### src/rtl/mdio_master.sv
// Clause-22 MDIO/SMI master: shifts one read or write frame per request and
// derives MDC from clk, CLK_DIV clk cycles per MDC half-period.
module mdio_master #(
  parameter int CLK_DIV      = 10,
  parameter int PREAMBLE_LEN = 32
) (
  input  logic        clk,
  input  logic        rst_n,
  input  logic        start,
  input  logic        rw,
  input  logic [4:0]  phy_addr,
  input  logic [4:0]  reg_addr,
  input  logic [15:0] wr_data,
  output logic [15:0] rd_data,
  output logic        busy,
  output logic        done,
  output logic        err,
  output logic        mdc,
  output logic        mdio_o,
  output logic        mdio_oe,
  input  logic        mdio_i
);

  // Handshake: a request is taken on any clk edge where start=1 and busy=0;
  // done pulses for exactly one cycle when the frame ends, and busy is low in
  // that same cycle so a new start may be issued there.

  typedef enum logic [1:0] {IDLE, PREAMBLE, FRAME, FIN} state_t;

  localparam logic [8:0] DIV_LAST = 9'(2 * CLK_DIV - 1);
  localparam logic [8:0] DIV_HIGH = 9'(CLK_DIV);
  localparam logic [8:0] DIV_RISE = 9'(CLK_DIV - 1);
  localparam logic [5:0] PRE_LAST = 6'(PREAMBLE_LEN - 1);

  state_t      state, state_nxt;
  logic [8:0]  div_cnt;
  logic [5:0]  bit_cnt;
  logic [31:0] shreg;
  logic        rw_q;
  logic [15:0] rd_shift;
  logic        ta_err;
  logic        accept;
  logic        bit_end;
  logic        pre_last;
  logic        frame_last;
  logic        in_frame;

  assign in_frame   = (state == PREAMBLE) || (state == FRAME);
  assign accept     = start && !in_frame;
  assign bit_end    = (div_cnt == DIV_LAST);
  assign pre_last   = (bit_cnt == PRE_LAST);
  assign frame_last = (bit_cnt == 6'd31);

  // State register
  always_ff @(posedge clk or negedge rst_n) begin
    if (!rst_n) state <= IDLE;
    else        state <= state_nxt;
  end

  // Next-state logic
  always_comb begin
    state_nxt = state;
    case (state)
      IDLE:     if (start) state_nxt = (PREAMBLE_LEN == 0) ? FRAME : PREAMBLE;
      PREAMBLE: if (bit_end && pre_last) state_nxt = FRAME;
      FRAME:    if (bit_end && frame_last) state_nxt = FIN;
      FIN: begin
        if (start) state_nxt = (PREAMBLE_LEN == 0) ? FRAME : PREAMBLE;
        else       state_nxt = IDLE;
      end
      default:  state_nxt = IDLE;
    endcase
  end

  // Datapath: bit timing, shift register, read sampling and result capture
  always_ff @(posedge clk or negedge rst_n) begin
    if (!rst_n) begin
      div_cnt  <= '0;
      bit_cnt  <= '0;
      shreg    <= '0;
      rw_q     <= 1'b0;
      rd_shift <= '0;
      ta_err   <= 1'b0;
      rd_data  <= '0;
      err      <= 1'b0;
    end else if (accept) begin
      shreg    <= {2'b01, (rw ? 2'b10 : 2'b01), phy_addr, reg_addr, 2'b10, wr_data};
      rw_q     <= rw;
      div_cnt  <= '0;
      bit_cnt  <= '0;
      rd_shift <= '0;
      ta_err   <= 1'b0;
    end else if (in_frame) begin
      div_cnt <= bit_end ? 9'd0 : div_cnt + 9'd1;
      if (bit_end) begin
        bit_cnt <= (state == PREAMBLE && pre_last) ? 6'd0 : bit_cnt + 6'd1;
        if (state == FRAME) shreg <= {shreg[30:0], 1'b0};
      end
      // mdio_i is taken on the edge where mdc goes high
      if (state == FRAME && rw_q && div_cnt == DIV_RISE) begin
        if (bit_cnt == 6'd15) ta_err <= mdio_i;
        if (bit_cnt >= 6'd16) rd_shift <= {rd_shift[14:0], mdio_i};
      end
      if (state == FRAME && bit_end && frame_last) begin
        if (rw_q) begin
          rd_data <= rd_shift;
          err     <= ta_err;
        end else begin
          err <= 1'b0;
        end
      end
    end
  end

  // Outputs
  always_comb begin
    busy    = in_frame;
    done    = (state == FIN);
    mdc     = in_frame && (div_cnt >= DIV_HIGH);
    mdio_o  = 1'b1;
    mdio_oe = 1'b0;
    case (state)
      PREAMBLE: begin
        mdio_o  = 1'b1;
        mdio_oe = 1'b1;
      end
      FRAME: begin
        mdio_o  = shreg[31];
        mdio_oe = !rw_q || (bit_cnt < 6'd14);
      end
      default: begin
        mdio_o  = 1'b1;
        mdio_oe = 1'b0;
      end
    endcase
  end

endmodule

### config.mk
export PLATFORM = sky130hd
export DESIGN_NAME = mdio_master
export DESIGN_NICKNAME = d
export VERILOG_FILES = /design/src/rtl/mdio_master.sv
export SDC_FILE = /design/constraint.sdc
export NUM_CORES = 1
export LEC_CHECK = 0
export CORE_ASPECT_RATIO = 1.5
export CORE_UTILIZATION = 35
export CTS_CLUSTER_DIAMETER = 80
export CTS_CLUSTER_SIZE = 25
export DETAILED_ROUTE_END_ITERATION = 8
export PLACE_DENSITY = 0.53
export SETUP_SLACK_MARGIN = 0.15
export SYNTH_ARGS = -nofsm -noshare
export SYNTH_HDL_FRONTEND = slang
export SYNTH_SLANG_ARGS = --single-unit
export TNS_END_PERCENT = 20
### constraint.sdc
create_clock -name clk -period 3.9 [get_ports clk]
set_input_delay 0.39 -clock clk [delete_from_list [all_inputs] [get_ports clk]]
set_output_delay 0.39 -clock clk [all_outputs]
set_load 0.01 [all_outputs]
Yosys cells after proc, flatten, opt, wreduce, memory -nomap -nowiden
Cells that the tools add are included.
{"block": "totals", "register_bits": 84, "out_inout_bits": 22}
{"block": "op_classes", "n_reduce_logical": 26, "n_lt_le_gt_ge": 3, "eq_ne": 10, "n_mux": 28, "bitwise": 1, "addsub": 2}
{"cell": "$mux 32", "count": 4}
{"cell": "$mux 16", "count": 4}
{"cell": "$mux 9", "count": 3}
{"cell": "$mux 6", "count": 4}
{"cell": "$reduce_and 3->1", "count": 5}
{"cell": "$reduce_bool 2->1", "count": 6}
{"cell": "$add 9x1->9 const B", "count": 1}
{"cell": "$eq 9x4->1 const B", "count": 1}
{"cell": "$eq 9x5->1 const B", "count": 1}
{"cell": "$ge 9x4->1 const B", "count": 1}
{"cell": "$logic_and 1x1->1", "count": 8}
{"cell": "$mux 2", "count": 4}
{"cell": "$pmux 2 s4", "count": 1}
{"cell": "$mux 1", "count": 7}
{"cell": "$add 6x1->6 const B", "count": 1}
{"cell": "$eq 6x4->1 const B", "count": 1}
{"cell": "$eq 6x5->1 const B", "count": 1}
{"cell": "$ge 6x5->1 const B", "count": 1}
{"cell": "$lt 6x4->1 const B", "count": 1}
{"cell": "$eq 2x2->1 const B", "count": 2}
{"cell": "$ne 2x1->1 const B", "count": 2}
{"cell": "$reduce_and 4->1", "count": 1}
{"cell": "$eq 2x1->1 const B", "count": 1}
{"cell": "$logic_not 1->1", "count": 2}
{"cell": "other kinds (6)", "count": 7}

Logic depth before layout (Yosys ltp)
Gate-level depths: netlist of the first run.
{"block": "depth", "word_depth": 6, "depth_mapped": 9, "ltp_nobuf": 6}

Worst setup path before layout of the first run
Ideal clock, no wire load.
{"block": "synth_path", "path_kind": "reg2reg", "startpoint": "register state[0]", "endpoint": "register rd_shift[10]", "t_required_ps": 3764, "t_arrival_ps": 2270, "n_path_buf": 3, "setup_ps": 136, "setup_slack_ps": 1494, "path_stages_with_launch": 10, "cell_sequence": "dfrtp_1 -> inv_1 -> ha_1 -> clkbuf_1 -> nand3_1 -> or4_4 -> buf_6 -> buf_6 -> o21ai_1 -> a21oi_1"}
{"block": "synth_between", "elab_chain_len": 6}
{"element": "from (decl)", "line_no": "35", "text": "state_t state, state_nxt;"}
{"element": "from (signal assigned)", "line_no": "57", "text": "else state <= state_nxt;"}
{"element": "$eq 2x1->1 or $eq 2x2->1 (tied branches)", "line_no": "48", "text": "assign in_frame = (state == PREAMBLE) || (state == FRAME);"}
{"element": "$logic_or 1x1->1 (*)", "line_no": "48"}
{"element": "net busy", "line_no": "15", "text": "output logic busy,"}
{"element": "$logic_not 1->1", "line_no": "49", "text": "assign accept = start && !in_frame;"}
{"element": "$logic_and 1x1->1", "line_no": "49"}
{"element": "$reduce_bool 2->1 (no source line)"}
{"element": "$reduce_and 3->1 (no source line)"}
{"element": "to (signal assigned)", "line_no": "102", "text": "if (bit_cnt >= 6'd16) rd_shift <= {rd_shift[14:0], mdio_i};"}
{"element": "to (decl)", "line_no": "40", "text": "logic [15:0] rd_shift;"}
The timed path passes the listed nets; every way through them passes the cells marked *.
A chain may end at the register's enable or synchronous reset.

Final worst setup path of the first run
{"block": "layout_path", "startpoint": "register state[0]", "endpoint": "output port mdio_oe"}
{"block": "layout_between", "elab_chain_len": 2}
{"element": "$eq 2x2->1 or $eq 2x1->1 (tied branches)", "line_no": "122", "text": "case (state)"}
{"element": "$pmux 1 s2 (*)", "line_no": "122"}
{"element": "to (decl)", "line_no": "20", "text": "output logic mdio_oe,"}
Mark *: on every way between the ends. The rest lies on a longest branch, timed or not.

==> impl_metrics.py, run 1 <==
metrics = {
    "final_layout": {
        "layout_commonest_cell": "dfrtp_1",
        "syn2layout_area_growth_pct": 22.8,
        "final_nets": 462,
        "layout-drive-gt1-share": 0.105,
        "layout_common_cells": "84 x dfrtp_1, 51 x clkdlybuf4s50_1, 36 x nand2_1",
        "final_area_um2": 4950,
        "diodes": 0,
        "fin_cells": 575,
        "fillers": 1046,
    },
    "synthesis": {
        "yosys_warnings": 0,
        "syn_area_per_cell_um2": 10.7,
        "yosys.area.top_type": "dfrtp_1",
        "syn_inst": 378,
        "synth-edff-count": 0,
        "syn_nets": 417,
        "yosysSeqAreaShare": 0.521,
        "synth_seq_cells": 84,
        "syn-cell-area_um2": 4030,
        "async_reset_ff_frac": 1.00,
        "netlist.area_leader.share": 0.521,
        "synth.area.top_cells": "dfrtp_1 52%, a22o_1 4.3%, mux2_4 3.7%",
        "ys.flop_type": "dfrtp_1",
        "ys_types": 50,
    },
    "clock_network": {
        "cts_tree": "done",
        "clk_path_buf_depth": 2,
        "cts_max_level": 3,
        "insertion_delay_ns": 0.33,
        "clk_pin_slew_ns": 0.06,
        "cts_hold_buf": 0,
        "cts_root_buf": "clkbuf_16",
        "post_cts.repair.setup_buffers": 0,
        "cts_resized": 0,
        "cts_buffers": 9,
        "cts.sinks": 84,
    },
    "floorplan": {
        "io_pins": 53,
        "dieArea_um2": 12000,
        "die_w_um": 89.6,
        "core_area_um2": 11100,
        "start_util": 0.363,
        "num_rows": 47,
        "fp.dieH_um": 133,
    },
    "route": {
        "via_per_inst": 5.23,
        "drc": 0,
        "wirelength_mm": 8.45,
        "drt-initial-drc-count": 143,
        "postRouteAntennaNets": 0,
        "dr.pass1.iters": 4,
        "vias": 3005,
        "wl_per_cell_um": 14.7,
    },
    "worst_hold_path": {
        "hp-class": "in -> async",
    },
    "place": {
        "port_buffers": 52,
        "dpl_cell_area_um2": 4640,
        "dp_slack_ns": 1.38,
        "dp_hpwl_mm": 5.67,
        "placed_cells": 559,
        "gp_congestion": 0.749,
    },
    "global_routing": {
        "grt_pass1_vias": 2974,
        "grt_max_degree": 58,
        "track_usage": 0.159,
        "antenna_found_initial": 0,
        "overflow": 0,
        "grt_pass1_wl_mm": 14.6,
    },
    "sta": {
        "fin_crit_ns": 2.87,
        "slew_viol_final": 0,
        "slew_headroom": 0.262,
        "hold_violations": 0,
        "tns_ns": 0,
        "worst_pin_slew_ns": 1.10,
        "skew_ns": 0.00456,
        "finalCritPeriodShare": 0.737,
        "setup_slack_ns": 1.03,
        "fmaxAchievable_ghz": 0.348,
        "rsz0062_at_grt": "no",
        "setup_viol": 0,
    },
    "critical_path": {
        "worstPathMaxFanout": 11,
        "arrival_ns": 2.48,
        "start_kind": "flop",
        "end_kind": "output port",
        "crit_type": "reg -> out",
        "cp.required_ns": 3.51,
    },
    "power": {
        "p_per_area_nw_per_um2": 622,
        "p_leak_nw": 2.22,
        "ir_worst_vdd_mv": 0.307,
    },
    "status": {
        "status": "finished clean",
    },
    "job": {
        "cap_violations": 0,
    },
}
metrics by stage:
stage / util / hold WS, ns / total power, W
after floorplan: - / 0.0944 / 0.00189
after global placement: 0.417 / 0.454 / 0.00220
after detailed placement: 0.417 / 0.449 / 0.00221
after CTS: 0.445 / 0.150 / 0.00312
after global routing: 0.445 / 0.185 / 0.00329
final: 0.445 / 0.123 / 0.00308
cell usage after synthesis (2+ instances only):
cell / n
o22ai_1: 6
nor2b_1: 2
o21ai_1: 9
nand2_1: 36
inv_1: 9
and2_1: 2
buf_2: 3
a21o_1: 18
nor2_1: 13
a31oi_1: 6
nand2b_1: 3
o31ai_1: 4
mux2i_1: 9
buf_6: 4
o21ai_0: 19
a22o_1: 20
nor3_4: 2
mux2_2: 6
clkbuf_1: 13
nand3_1: 27
nor3_1: 3
dfrtp_1: 84
nand4_1: 3
ha_1: 8
buf_1: 2
a21oi_1: 29
and3_1: 6
mux2_4: 10
final cells by class:
class                   instances  area [µm²]  share of cell area
flip-flops and latches         84        2100               0.425
multi-input cells             260        1750               0.354
repair buffers                 58         563               0.114
clock buffers                  12         236              0.0478
well taps                     147         184              0.0372
clock inverters                 4        73.8              0.0149
inverters                      10        37.5             0.00758
layer usage:
layer / routed length (µm) / track usage
met5: 0 / 0
met4: 172 / 0.0626
met3: 241 / 0.0378
met2: 4130 / 0.251
met1: 3900 / 0.207
cells by family after synthesis:
family                     synth area share
AOI/OAI and AO/OA                     0.185
xor gates and xnor gates            0.00435
adders and majority gates            0.0248
buffers and inverters                0.0444
DFF                                   0.521
muxes                                0.0763
and+or+nand+nor                       0.144
power breakdown:
part           switching, W  total, W  internal (W)
combinational      0.000584  0.000987      0.000403
clock              0.000334  0.000896      0.000562
sequential         0.000133   0.00120       0.00106
final timing paths:
check,start,to,slack (ns),depth (start not counted)
max in group asynchronous,rst_n,state[1],2.93,2
worst max-delay path,state[0],mdio_oe,1.03,5
worst min-delay path,rst_n,rd_data[4],0.12,1
min in group clk,shreg[30],shreg[31],0.46,2
worst min register to register,shreg[30],shreg[31],0.46,2
worst max register to register,state[0],ta_err,1.39,6
critical path, cell delays in order (launching register included):
cell             delay (ns)
dfrtp_1                0.39
inv_1                  0.10
ha_1                   0.52
clkinv_1               0.36
nor2_1                 0.22
clkdlybuf4s50_1        0.56
flip-flops by register name, indices dropped and copies added, names as in the netlist:
register  cells
shreg        32
div_cnt       9
bit_cnt       6
rd_shift     16
ta_err        1
rw_q          1
err           1
rd_data      16
state         2
Power figures use the tool's default switching activity.
==> inputs of run 2 (changes only) <==
==> constraint.sdc (replaced) <==
create_clock -name clk -period 2.88 [get_ports clk]
set_input_delay 0.288 -clock clk [delete_from_list [all_inputs] [get_ports clk]]
set_output_delay 0.288 -clock clk [all_outputs]
set_load 0.01 [all_outputs]
==> run 2 against run 1 <==
Clock skew grew 0.0038 ns. Combinational power grew 42%. Register-to-register slack lost 0.88 ns. Global-route usage grew 0.86 points. Critical path depth is the same. Final area shrank 0.45%. Largest cell class unchanged. Largest power group unchanged. Highest routed layer unchanged.
==> impl_metrics.py, run 2 (synthesis gave the netlist of run 1 again) <==
metrics = {
    "final_layout": {
        "largestRegisters": "shreg: 32 flops, rd_data: 16 flops, rd_shift: 16 flops",
        "regArea_um2": 2100,
        "layout_commonest_cell": "dfrtp_1",
        "largest_register_ffs": 32,
        "final_nets": 465,
        "layout_common_cells": "84 x dfrtp_1, 51 x clkdlybuf4s50_1, 36 x nand2_1",
        "final_area_um2": 4930,
        "fillers": 1056,
        "max_flop_register": "shreg",
        "syn2layout_area_growth_pct": 22.2,
        "multi_input_area_um2": 1760,
        "diodes": 0,
        "layout-drive-gt1-share": 0.114,
    },
    "floorplan": {
        "fp.dieH_um": 133,
        "start_util": 0.363,
        "io_pins": 53,
        "dieArea_um2": 12000,
        "num_rows": 47,
        "core_area_um2": 11100,
        "die_w_um": 89.6,
    },
    "job": {
        "cap_violations": 0,
    },
    "place": {
        "port_buffers": 52,
        "dp_hpwl_mm": 5.96,
        "dpl_cell_area_um2": 4670,
        "dp_slack_ns": 0.422,
        "gp_congestion": 0.770,
    },
    "power": {
        "clkPwrFrac": 0.251,
        "p_sw_w": 0.00145,
        "netSwitchingFraction": 0.359,
        "total_power_w": 0.00404,
        "internal-power_w": 0.00259,
        "ir_worst_vdd_mv": 0.700,
        "combPwrFrac": 0.346,
        "p_leak_nw": 2.21,
        "p_per_area_nw_per_um2": 820,
        "seq_power_share": 0.404,
    },
    "critical_path": {
        "cp_num_buf_inv": 3,
        "ff2ff_setup_slack_ns": 0.51,
        "slowest_stage": "clkdlybuf4s50_1",
        "r2r-start": "state[0]",
        "rr_endpoint": "ta_err",
        "rr_worst_depth": 6,
        "worstPathMaxFanout": 11,
        "cp_cell_sequence": "inv_1 -> ha_2 -> clkinv_2 -> nor2_1 -> clkdlybuf4s50_1",
        "arrival_ns": 2.28,
        "end_kind": "output port",
        "crit_type": "reg -> out",
        "critical-path-top-delay-family": "buffers and inverters",
        "start_kind": "flop",
        "cp.required_ns": 2.59,
        "slowest_delay_ns": 0.56,
    },
    "clock_network": {
        "cts_tree": "done",
        "cts_root_buf": "clkbuf_16",
        "insertion_delay_ns": 0.34,
        "cts_buffers": 9,
        "cts_hold_buf": 0,
        "clk_path_buf_depth": 2,
        "cts.sinks": 84,
        "post_cts.repair.setup_buffers": 0,
        "clk_pin_slew_ns": 0.06,
        "cts_max_level": 3,
    },
    "route": {
        "postRouteAntennaNets": 0,
        "wirelength_mm": 8.92,
        "vias": 3044,
        "drc": 0,
        "dr.pass1.iters": 5,
        "via_per_inst": 5.29,
        "drt-initial-drc-count": 124,
        "wl_per_cell_um": 15.5,
    },
    "sta": {
        "skew_ns": 0.00832,
        "slew_headroom": 0.443,
        "tns_ns": 0,
        "holdWs_ns": 0.0136,
        "setup_slack_ns": 0.315,
        "rsz0062_at_grt": "no",
        "hold_violations": 0,
        "worst_pin_slew_ns": 0.832,
        "slew_viol_final": 0,
        "finalCritPeriodShare": 0.891,
        "setup_viol": 0,
        "fmaxAchievable_ghz": 0.390,
        "fin_crit_ns": 2.56,
    },
    "status": {
        "status": "finished clean",
    },
    "global_routing": {
        "antenna_found_initial": 0,
        "grt_pass1_vias": 3173,
        "grt_pass1_wl_mm": 15.4,
        "track_usage": 0.167,
        "overflow": 0,
        "grt_max_degree": 57,
    },
    "worst_hold_path": {
        "hp-class": "in -> async",
    },
}
==> run 2: layout make-up <==
class,instances,share of cell area
repair buffers,61,0.121
inverters,10,0.00787
multi-input cells,260,0.357
clock inverters,3,0.00356
well taps,147,0.0373
clock buffers,10,0.0465
flip-flops and latches,84,0.427
==> run 2: how the worst max path moves through the flow <==
| stage | from | depth (start not counted) | slack [ns] | end |
|---|---|---|---|---|
| CTS | state[0] | 5 | 0.21 | mdio_oe |
| floorplan | state[0] | 9 | 0.47 | rd_shift[10] |
| global placement | state[0] | 5 | 0.48 | mdio_oe |
| global route | state[0] | 5 | 0.19 | mdio_oe |
| finish | state[0] | 5 | 0.32 | mdio_oe |
| detailed placement | state[0] | 6 | 0.42 | ta_err |
==> run 2: stage by stage <==
stage	util	std cells
5_1_grt	0.443	575
6_report	0.443	575
4_1_cts	0.443	575
3_5_place_dp	0.421	562
2_1_floorplan	-	378
3_3_place_gp	0.421	562
==> run 2: per-layer routing <==
layer  GRT usage  vias to the layer above  wire [µm]
met4      0.0653                        0        140
met1       0.216                     1512       4040
met2       0.269                       63       4470
li1            -                     1461          -
met3      0.0384                        8        266
met5           0                        -          0
==> run 2: power by group through the flow <==
| stage | Clock, W | Combinational (W) | Sequential [W] |
|---|---|---|---|
| 2_1_floorplan | 0 | 0.000973 | 0.00158 |
| 3_3_place_gp | 0 | 0.00136 | 0.00164 |
| 3_5_place_dp | 0 | 0.00138 | 0.00165 |
| 4_1_cts | 0.00104 | 0.00139 | 0.00163 |
| 5_1_grt | 0.00110 | 0.00156 | 0.00166 |
| 6_report | 0.00101 | 0.00140 | 0.00163 |
==> run 2: what timing repair did <==
action	4_1_cts	5_1_grt
resized for setup	1	2
setup endpoints to repair	2	2
pin swaps	0	0
